`src/rtl/riscv_pipe_pkg.sv`:
```
// Shared types and constants for the 5-stage RISC-V pipeline hazard controller.
package riscv_pipe_pkg;

  typedef enum logic [1:0] {
    FWD_RF = 2'b00,
    FWD_W  = 2'b01,
    FWD_M  = 2'b10
  } fwd_sel_t;

  typedef enum logic [1:0] {
    RUN  = 2'b00,
    WAIT = 2'b01,
    ERR  = 2'b10
  } mem_state_t;

  localparam logic [1:0] RESULT_LOAD = 2'b01;

endpackage

```
`src/rtl/hazard_ctrl_mc_if.sv`:
```
// Pipeline <-> hazard-controller signal bundle; master is the pipeline, slave is the controller.
interface hazard_ctrl_mc_if #(
  parameter int REG_AW = 5,
  parameter int CNT_W  = 32
);
  logic              PCSrcE;
  logic              RegWriteE;
  logic              RegWriteM;
  logic              RegWriteW;
  logic [1:0]        ResultSrcE;
  logic [REG_AW-1:0] Rs1D;
  logic [REG_AW-1:0] Rs2D;
  logic [REG_AW-1:0] Rs1E;
  logic [REG_AW-1:0] Rs2E;
  logic [REG_AW-1:0] RdE;
  logic [REG_AW-1:0] RdM;
  logic [REG_AW-1:0] RdW;
  logic              mem_req_m;
  logic              mem_ready;
  logic              StallF;
  logic              StallD;
  logic              StallE;
  logic              StallM;
  logic              FlushD;
  logic              FlushE;
  logic              FlushW;
  logic [1:0]        ForwardAE;
  logic [1:0]        ForwardBE;
  logic              mem_err;
  logic [CNT_W-1:0]  stall_cnt;
  logic [CNT_W-1:0]  flush_cnt;

  modport master (
    output PCSrcE, RegWriteE, RegWriteM, RegWriteW, ResultSrcE,
           Rs1D, Rs2D, Rs1E, Rs2E, RdE, RdM, RdW, mem_req_m, mem_ready,
    input  StallF, StallD, StallE, StallM, FlushD, FlushE, FlushW,
           ForwardAE, ForwardBE, mem_err, stall_cnt, flush_cnt
  );

  modport slave (
    input  PCSrcE, RegWriteE, RegWriteM, RegWriteW, ResultSrcE,
           Rs1D, Rs2D, Rs1E, Rs2E, RdE, RdM, RdW, mem_req_m, mem_ready,
    output StallF, StallD, StallE, StallM, FlushD, FlushE, FlushW,
           ForwardAE, ForwardBE, mem_err, stall_cnt, flush_cnt
  );
endinterface

```
`src/rtl/sat_counter.sv`:
```
// Event counter that sticks at all-ones instead of wrapping.
module sat_counter #(
  parameter int CNT_W = 32
) (
  input  logic             clk,
  input  logic             rst_n,
  input  logic             inc_i,
  output logic [CNT_W-1:0] cnt_o
);
  logic [CNT_W-1:0] cnt_q;
  logic [CNT_W-1:0] cnt_d;

  // next count, held once saturated
  always_comb begin
    cnt_d = cnt_q;
    if (inc_i && (cnt_q != {CNT_W{1'b1}})) begin
      cnt_d = cnt_q + CNT_W'(1);
    end else begin
      cnt_d = cnt_q;
    end
  end

  // count register
  always_ff @(posedge clk or negedge rst_n) begin
    if (!rst_n) begin
      cnt_q <= {CNT_W{1'b0}};
    end else begin
      cnt_q <= cnt_d;
    end
  end

  assign cnt_o = cnt_q;
endmodule

```
`src/rtl/hazard_ctrl_mc.sv`:
```
// Hazard/forwarding controller: data-memory wait FSM with timeout, RAW/load-use
// stalls, branch redirect flushes, E-stage forwarding and stall/flush counters.
module hazard_ctrl_mc
  import riscv_pipe_pkg::*;
#(
  parameter int REG_AW  = 5,
  parameter bit FWD_EN  = 1'b1,
  parameter int TIMEOUT = 16,
  parameter int CNT_W   = 32
) (
  input  logic            clk,
  input  logic            rst_n,
  hazard_ctrl_mc_if.slave hz
);
  localparam int WCNT_W = (TIMEOUT > 2) ? $clog2(TIMEOUT) : 1;
  localparam logic [WCNT_W-1:0] WAIT_LAST = WCNT_W'(TIMEOUT - 1);
  localparam logic [REG_AW-1:0] RZ = {REG_AW{1'b0}};

  mem_state_t        state_q, state_d;
  logic [WCNT_W-1:0] wait_cnt_q, wait_cnt_d;

  logic     mem_stall_s, raw_stall_s, e_match_s, m_match_s;
  logic     stall_f_s, stall_d_s, stall_e_s, stall_m_s;
  logic     flush_d_s, flush_e_s, flush_w_s;
  fwd_sel_t fwd_a_s, fwd_b_s;

  // memory FSM state register
  always_ff @(posedge clk or negedge rst_n) begin
    if (!rst_n) begin
      state_q    <= RUN;
      wait_cnt_q <= {WCNT_W{1'b0}};
    end else begin
      state_q    <= state_d;
      wait_cnt_q <= wait_cnt_d;
    end
  end

  // memory FSM next state; a ready in the request cycle never enters WAIT
  always_comb begin
    state_d    = state_q;
    wait_cnt_d = wait_cnt_q;
    case (state_q)
      RUN: begin
        if (hz.mem_req_m && !hz.mem_ready) begin
          state_d    = WAIT;
          wait_cnt_d = {WCNT_W{1'b0}};
        end else begin
          state_d = RUN;
        end
      end
      WAIT: begin
        if (hz.mem_ready) begin
          state_d    = RUN;
          wait_cnt_d = {WCNT_W{1'b0}};
        end else if (wait_cnt_q == WAIT_LAST) begin
          state_d = ERR;
        end else begin
          wait_cnt_d = wait_cnt_q + WCNT_W'(1);
        end
      end
      ERR:     state_d = ERR;
      default: state_d = RUN;
    endcase
  end

  // hazard detection and pipeline control outputs
  always_comb begin
    stall_f_s = 1'b0;
    stall_d_s = 1'b0;
    stall_e_s = 1'b0;
    stall_m_s = 1'b0;
    flush_d_s = 1'b0;
    flush_e_s = 1'b0;
    flush_w_s = 1'b0;
    fwd_a_s   = FWD_RF;
    fwd_b_s   = FWD_RF;

    mem_stall_s = ((state_q == RUN) && hz.mem_req_m && !hz.mem_ready) ||
                  ((state_q == WAIT) && !hz.mem_ready) ||
                  (state_q == ERR);
    e_match_s = (hz.RdE != RZ) && ((hz.RdE == hz.Rs1D) || (hz.RdE == hz.Rs2D));
    m_match_s = (hz.RdM != RZ) && ((hz.RdM == hz.Rs1D) || (hz.RdM == hz.Rs2D));
    // without forwarding only W is safe (write-through reg file); E and M must wait
    if (FWD_EN) begin
      raw_stall_s = (hz.ResultSrcE == RESULT_LOAD) && e_match_s;
    end else begin
      raw_stall_s = (hz.RegWriteE && e_match_s) || (hz.RegWriteM && m_match_s);
    end

    if (!rst_n) begin
      stall_f_s = 1'b0;
    end else if (mem_stall_s) begin
      stall_f_s = 1'b1;
      stall_d_s = 1'b1;
      stall_e_s = 1'b1;
      stall_m_s = 1'b1;
      flush_w_s = 1'b1;
    end else if (hz.PCSrcE) begin
      flush_d_s = 1'b1;
      flush_e_s = 1'b1;
    end else if (raw_stall_s) begin
      stall_f_s = 1'b1;
      stall_d_s = 1'b1;
      flush_e_s = 1'b1;
    end else begin
      stall_f_s = 1'b0;
    end

    if (rst_n && FWD_EN) begin
      if (hz.RegWriteM && (hz.RdM != RZ) && (hz.RdM == hz.Rs1E)) begin
        fwd_a_s = FWD_M;
      end else if (hz.RegWriteW && (hz.RdW != RZ) && (hz.RdW == hz.Rs1E)) begin
        fwd_a_s = FWD_W;
      end else begin
        fwd_a_s = FWD_RF;
      end
      if (hz.RegWriteM && (hz.RdM != RZ) && (hz.RdM == hz.Rs2E)) begin
        fwd_b_s = FWD_M;
      end else if (hz.RegWriteW && (hz.RdW != RZ) && (hz.RdW == hz.Rs2E)) begin
        fwd_b_s = FWD_W;
      end else begin
        fwd_b_s = FWD_RF;
      end
    end else begin
      fwd_a_s = FWD_RF;
      fwd_b_s = FWD_RF;
    end
  end

  assign hz.StallF    = stall_f_s;
  assign hz.StallD    = stall_d_s;
  assign hz.StallE    = stall_e_s;
  assign hz.StallM    = stall_m_s;
  assign hz.FlushD    = flush_d_s;
  assign hz.FlushE    = flush_e_s;
  assign hz.FlushW    = flush_w_s;
  assign hz.ForwardAE = fwd_a_s;
  assign hz.ForwardBE = fwd_b_s;
  assign hz.mem_err   = (state_q == ERR);

  sat_counter #(.CNT_W(CNT_W)) u_stall_cnt (
    .clk   (clk),
    .rst_n (rst_n),
    .inc_i (stall_f_s),
    .cnt_o (hz.stall_cnt)
  );

  sat_counter #(.CNT_W(CNT_W)) u_flush_cnt (
    .clk   (clk),
    .rst_n (rst_n),
    .inc_i (flush_d_s),
    .cnt_o (hz.flush_cnt)
  );
endmodule

```
`src/flat_wrapper.sv`:
```
// flat-port wrapper written by rule: the top's interface ports become plain ports
module hazard_ctrl_mc_flat import riscv_pipe_pkg::*;
#(
  parameter int REG_AW  = 5,
  parameter bit FWD_EN  = 1'b1,
  parameter int TIMEOUT = 16,
  parameter int CNT_W   = 32
)
  (clk, rst_n, hz_PCSrcE, hz_RegWriteE, hz_RegWriteM, hz_RegWriteW, hz_ResultSrcE, hz_Rs1D, hz_Rs2D, hz_Rs1E, hz_Rs2E, hz_RdE, hz_RdM, hz_RdW, hz_mem_req_m, hz_mem_ready, hz_StallF, hz_StallD, hz_StallE, hz_StallM, hz_FlushD, hz_FlushE, hz_FlushW, hz_ForwardAE, hz_ForwardBE, hz_mem_err, hz_stall_cnt, hz_flush_cnt);
  hazard_ctrl_mc_if #(.REG_AW(REG_AW), .CNT_W(CNT_W)) hz_i ();
  input  logic clk;
  input  logic rst_n;
  input wire logic [$bits(hz_i.PCSrcE)-1:0] hz_PCSrcE;
  input wire logic [$bits(hz_i.RegWriteE)-1:0] hz_RegWriteE;
  input wire logic [$bits(hz_i.RegWriteM)-1:0] hz_RegWriteM;
  input wire logic [$bits(hz_i.RegWriteW)-1:0] hz_RegWriteW;
  input wire logic [$bits(hz_i.ResultSrcE)-1:0] hz_ResultSrcE;
  input wire logic [$bits(hz_i.Rs1D)-1:0] hz_Rs1D;
  input wire logic [$bits(hz_i.Rs2D)-1:0] hz_Rs2D;
  input wire logic [$bits(hz_i.Rs1E)-1:0] hz_Rs1E;
  input wire logic [$bits(hz_i.Rs2E)-1:0] hz_Rs2E;
  input wire logic [$bits(hz_i.RdE)-1:0] hz_RdE;
  input wire logic [$bits(hz_i.RdM)-1:0] hz_RdM;
  input wire logic [$bits(hz_i.RdW)-1:0] hz_RdW;
  input wire logic [$bits(hz_i.mem_req_m)-1:0] hz_mem_req_m;
  input wire logic [$bits(hz_i.mem_ready)-1:0] hz_mem_ready;
  output wire logic [$bits(hz_i.StallF)-1:0] hz_StallF;
  output wire logic [$bits(hz_i.StallD)-1:0] hz_StallD;
  output wire logic [$bits(hz_i.StallE)-1:0] hz_StallE;
  output wire logic [$bits(hz_i.StallM)-1:0] hz_StallM;
  output wire logic [$bits(hz_i.FlushD)-1:0] hz_FlushD;
  output wire logic [$bits(hz_i.FlushE)-1:0] hz_FlushE;
  output wire logic [$bits(hz_i.FlushW)-1:0] hz_FlushW;
  output wire logic [$bits(hz_i.ForwardAE)-1:0] hz_ForwardAE;
  output wire logic [$bits(hz_i.ForwardBE)-1:0] hz_ForwardBE;
  output wire logic [$bits(hz_i.mem_err)-1:0] hz_mem_err;
  output wire logic [$bits(hz_i.stall_cnt)-1:0] hz_stall_cnt;
  output wire logic [$bits(hz_i.flush_cnt)-1:0] hz_flush_cnt;
  assign hz_i.PCSrcE = hz_PCSrcE;
  assign hz_i.RegWriteE = hz_RegWriteE;
  assign hz_i.RegWriteM = hz_RegWriteM;
  assign hz_i.RegWriteW = hz_RegWriteW;
  assign hz_i.ResultSrcE = hz_ResultSrcE;
  assign hz_i.Rs1D = hz_Rs1D;
  assign hz_i.Rs2D = hz_Rs2D;
  assign hz_i.Rs1E = hz_Rs1E;
  assign hz_i.Rs2E = hz_Rs2E;
  assign hz_i.RdE = hz_RdE;
  assign hz_i.RdM = hz_RdM;
  assign hz_i.RdW = hz_RdW;
  assign hz_i.mem_req_m = hz_mem_req_m;
  assign hz_i.mem_ready = hz_mem_ready;
  assign hz_StallF = hz_i.StallF;
  assign hz_StallD = hz_i.StallD;
  assign hz_StallE = hz_i.StallE;
  assign hz_StallM = hz_i.StallM;
  assign hz_FlushD = hz_i.FlushD;
  assign hz_FlushE = hz_i.FlushE;
  assign hz_FlushW = hz_i.FlushW;
  assign hz_ForwardAE = hz_i.ForwardAE;
  assign hz_ForwardBE = hz_i.ForwardBE;
  assign hz_mem_err = hz_i.mem_err;
  assign hz_stall_cnt = hz_i.stall_cnt;
  assign hz_flush_cnt = hz_i.flush_cnt;
  hazard_ctrl_mc #(.REG_AW(REG_AW), .FWD_EN(FWD_EN), .TIMEOUT(TIMEOUT), .CNT_W(CNT_W)) u_core (.clk(clk), .rst_n(rst_n), .hz(hz_i));
endmodule
```
`config.mk`:
```
export PLATFORM = sky130hd
export DESIGN_NAME = hazard_ctrl_mc_flat
export DESIGN_NICKNAME = d
export VERILOG_FILES = /design/src/rtl/riscv_pipe_pkg.sv /design/src/rtl/hazard_ctrl_mc_if.sv /design/src/rtl/sat_counter.sv /design/src/rtl/hazard_ctrl_mc.sv /design/src/flat_wrapper.sv
export SDC_FILE = /design/constraint.sdc
export NUM_CORES = 1
export LEC_CHECK = 0
export ABC_CLOCK_PERIOD_IN_PS = 1900
export CORE_MARGIN = 2
export CORE_UTILIZATION = 34
export DETAILED_ROUTE_END_ITERATION = 6
export PLACE_DENSITY_LB_ADDON = 0.3
export SLEW_MARGIN = 10
export SYNTH_ARGS = -nofsm -noshare
export SYNTH_HDL_FRONTEND = slang
export SYNTH_SLANG_ARGS = --single-unit
export TNS_END_PERCENT = 50
```
`constraint.sdc`:
```
create_clock -name clk -period 1.9 [get_ports clk]
set_clock_uncertainty 0.15 [all_clocks]
set_input_delay 0.285 -clock clk [delete_from_list [all_inputs] [get_ports clk]]
set_output_delay 0.285 -clock clk [all_outputs]
set_load 0.03 [all_outputs]
```
==> impl_metrics.env <==
export IMPL_routabilityCongestion=0.859
export IMPL_grt_pass1_wl_microns=19200
export IMPL_synth_compound_area_share_pct=3.33
export IMPL_violations="negative setup slack"
export IMPL_wirelength_microns=12200
export IMPL_synth_top_area_share_pct=47.1
export IMPL_max_cap_violations=0
export IMPL_drive_above_1_share_pct=46.8
export IMPL_cts_tree="built"
export IMPL_cp_start_kind="register"
export IMPL_ant_nets=0
export IMPL_fillCellCount=874
export IMPL_synthesis_nets=410
export IMPL_cts_sinks=70
export IMPL_hold_violations=0
export IMPL_slew_violations=0
export IMPL_grt_usage_pct=21.0
export IMPL_relSlewSlack_pct=58.8
export IMPL_setup_viol=73
export IMPL_grt_max_degree=49
export IMPL_yosysUniqueCellTypes=44
export IMPL_dr_first_iter_drc_count=95
export IMPL_antenna_found_initial=0
export IMPL_initial_core_util_pct=34.6
export IMPL_synthTopCellsByCount="xnor2_1 (71), dfrtp_1 (70), nand3_1 (35), nand2_1 (30), xor2_1 (22)"
export IMPL_synth_edf_count=0
export IMPL_hold_ws_ns=0.289
export IMPL_hpwlAfterDp_microns=7940
export IMPL_clk_latency_ns=0.35
export IMPL_synth_area_sq_um=3720
export IMPL_h_tree_depth=3
export IMPL_place_port_buffers=119
export IMPL_route_detailed_drc=0
export IMPL_fin_nets=667
export IMPL_peakVddDrop_mv=0.764
export IMPL_finalCritPeriodShare_pct=117
export IMPL_crit_family="simple AND/OR/NAND/NOR gates"
export IMPL_yosysMostFrequentCell="xnor2_1"
export IMPL_max_freq_ghz=0.448
export IMPL_cts_buffers=9
export IMPL_vias=3747
export IMPL_syn_to_final_growth_pct=86.6
export IMPL_synth_xor_area_share_pct=21.9
export IMPL_core_sq_um=10700
export IMPL_syn_mean_instance_area_sq_um=10.3
export IMPL_num_io_pins=121
export IMPL_post_place_ws_ns=-0.929
export IMPL_leakage_nw=3.49
export IMPL_yosys_area_share_adder_pct=1.01
export IMPL_ys_top_cells_by_area="dfrtp_1 (47%), xnor2_1 (17%), xor2_1 (5.2%), nand3_1 (4.7%), and3_1 (3.5%)"
export IMPL_endpoint_kind="register"
export IMPL_synth_simple_area_share_pct=23.7
export IMPL_path_cells="or2_4 -> o21ai_2 -> and2_4 -> a41oi_2 -> buf_4 -> a31oi_4 -> buf_6 -> buf_12 -> nand3_4 -> xnor2_2"
export IMPL_cts_root_buf="clkbuf_8"
export IMPL_ys_seq_area_share_pct=47.1
export IMPL_row_count=38
export IMPL_grt_ovfl_total=0
export IMPL_syn_inst=362
export IMPL_diodes=0
export IMPL_rsz0062_at_grt="yes"
export IMPL_worst_slew_pin_slew_ns=0.617
export IMPL_firstDrtPassIters=4
export IMPL_synth_largest_area_cell="dfrtp_1"
export IMPL_synth_mux_area_share_pct=0.706
export IMPL_clock_path_buffers=2
export IMPL_die_area_sq_um=11800
export IMPL_die_w_microns=109
export IMPL_hold_class="in2async"
export IMPL_slowest_delay_ns=0.40
export IMPL_synth_warnings=0
export IMPL_critPathSlowestCell="dfrtp_1"
export IMPL_yosys_register_bits=70
export IMPL_setup_ws_ns=-0.330
export IMPL_crit_buf_inv=3
export IMPL_routedWlPerCell_microns=16.0
export IMPL_arrival_ns=2.32
export IMPL_period_minus_slack_ns=2.23
export IMPL_synth_async_reset_ratio_pct=100
export IMPL_status="complete, but fails checks"
export IMPL_worstPathRequired_ns=1.99
export IMPL_vias_per_cell=4.90
export IMPL_first_global_vias=3945
export IMPL_critPathKind="reg2reg"
export IMPL_dieHeight_microns=109
export IMPL_ys_flop_type="dfrtp_1"
export IMPL_path_clk_slew_ns=0.09
export IMPL_crit_fanout=7
export IMPL_power_density_nw_per_um2=641
export IMPL_synth_top_family_by_area="simple AND/OR/NAND/NOR gates"
[sequential cells by signal, summed over array words and instances, names as in the netlist]
signal,cells
u_core.state_q,2
u_core.u_flush_cnt.cnt_o,32
u_core.u_stall_cnt.cnt_o,32
u_core.wait_cnt_q,4
[through the flow]
| step | util [%] | instances | instance area (sq um) | power (mW) | TNS, ns |
|---|---|---|---|---|---|
| after floorplan | - | 362 | 3810 | 2.29 | -8.28 |
| after global placement | 54.8 | 718 | 5880 | 2.97 | -36.46 |
| after detailed placement | 54.8 | 718 | 5880 | 3.00 | -40.62 |
| after CTS | 62.5 | 758 | 6710 | 4.43 | -14.10 |
| after global routing | 64.6 | 764 | 6940 | 4.65 | -21.07 |
| final | 64.6 | 764 | 6940 | 4.45 | -14.61 |
[cells in the final DEF (no fill, tap or decap), types with 4 or more instances in the layout]
| cell | instances |
|---|---|
| nand2_1 | 22 |
| nand2_4 | 7 |
| clkbuf_8 | 9 |
| buf_4 | 113 |
| xnor2_1 | 60 |
| and4_1 | 5 |
| nor2_1 | 8 |
| and3_1 | 18 |
| nand4_1 | 21 |
| dfrtp_2 | 17 |
| clkbuf_2 | 5 |
| dfrtp_1 | 53 |
| buf_2 | 4 |
| nand3_2 | 14 |
| buf_6 | 35 |
| dlygate4sd2_1 | 67 |
| nor3_1 | 5 |
| inv_1 | 6 |
| clkdlybuf4s50_1 | 7 |
| xnor2_2 | 11 |
| nand3_1 | 10 |
| dlymetal6s2s_1 | 7 |
| xor2_1 | 19 |
| nor2_4 | 9 |
| nor4_4 | 4 |
| clkdlybuf4s15_1 | 5 |
| nand3_4 | 11 |
| or4_4 | 5 |
| clkdlybuf4s15_2 | 5 |
[final cells by class]
cell class / count / area, sq um / area share [%]
Inverter: 8 / 30.0 / 0.433
Multi-Input combinational cell: 276 / 2510 / 36.2
Clock buffer: 9 / 124 / 1.78
Clock inverter: 7 / 105 / 1.51
Timing Repair Buffer: 254 / 2220 / 32.0
Tap cell: 140 / 175 / 2.52
Sequential cell: 70 / 1770 / 25.5
[metal layers]
| metal | GRT usage [%] | wire length, microns | part of all wire, % | up-vias |
|---|---|---|---|---|
| li1 | - | - | - | 1790 |
| met5 | 0 | 0 | 0 | - |
| met3 | 4.52 | 625 | 5.1 | 18 |
| met2 | 38.1 | 6530 | 53 | 112 |
| met4 | 6.32 | 218 | 1.8 | 0 |
| met1 | 24.6 | 4850 | 40 | 1827 |
[timing repair]
action / 4_1_cts / 5_1_grt
setup buffers: 19 / 15
cloned: 3 / 0
endpoints found under the setup margin: 127 / 82
endpoints found under the hold margin: 36 / 0
pin swaps: 78 / 48
hold buffers: 3 / 0
resized for setup: 263 / 63
[final timing paths]
| kind | slack [ns] | startpoint | end | cells past startpoint |
|---|---|---|---|---|
| worst min-delay path | 0.29 | rst_n | u_core.state_q[0] | 3 |
| max in group asynchronous | 0.53 | rst_n | u_core.u_stall_cnt.cnt_o[14] | 3 |
| worst max-delay path | -0.33 | u_core.state_q[1] | u_core.u_stall_cnt.cnt_o[25] | 10 |
| min in group clk | 0.35 | u_core.u_stall_cnt.cnt_o[27] | u_core.u_stall_cnt.cnt_o[27] | 1 |
| worst min register to register | 0.35 | u_core.u_stall_cnt.cnt_o[27] | u_core.u_stall_cnt.cnt_o[27] | 1 |
| worst max register to register | -0.33 | u_core.state_q[1] | u_core.u_stall_cnt.cnt_o[25] | 10 |
[kinds of logic after synthesis]
kind of cell	after synthesis
multiplexers	2
XOR/XNOR	93
adder cells (fa/ha/maj)	3
buffers and inverters	16
flip-flops	70
AO/OA/AOI/OAI	17
AND/OR/NAND/NOR	161
[worst reg2reg max path, cell delays in order (launching register included)]
cell and delay [ns]:
dfrtp_1 0.40, or2_4 0.27, o21ai_2 0.16, and2_4 0.17
a41oi_2 0.04, buf_4 0.17, a31oi_4 0.24, buf_6 0.17
buf_12 0.15, nand3_4 0.09, xnor2_2 0.13
[power by group]
| group | switching [mW] | leakage [nW] | internal (mW) |
|---|---|---|---|
| sequential | 0.0741 | 0.921 | 1.61 |
| clock | 0.643 | 0.112 | 0.760 |
| combinational | 0.743 | 2.46 | 0.618 |
No activity file was read; power rests on OpenSTA's default activity.
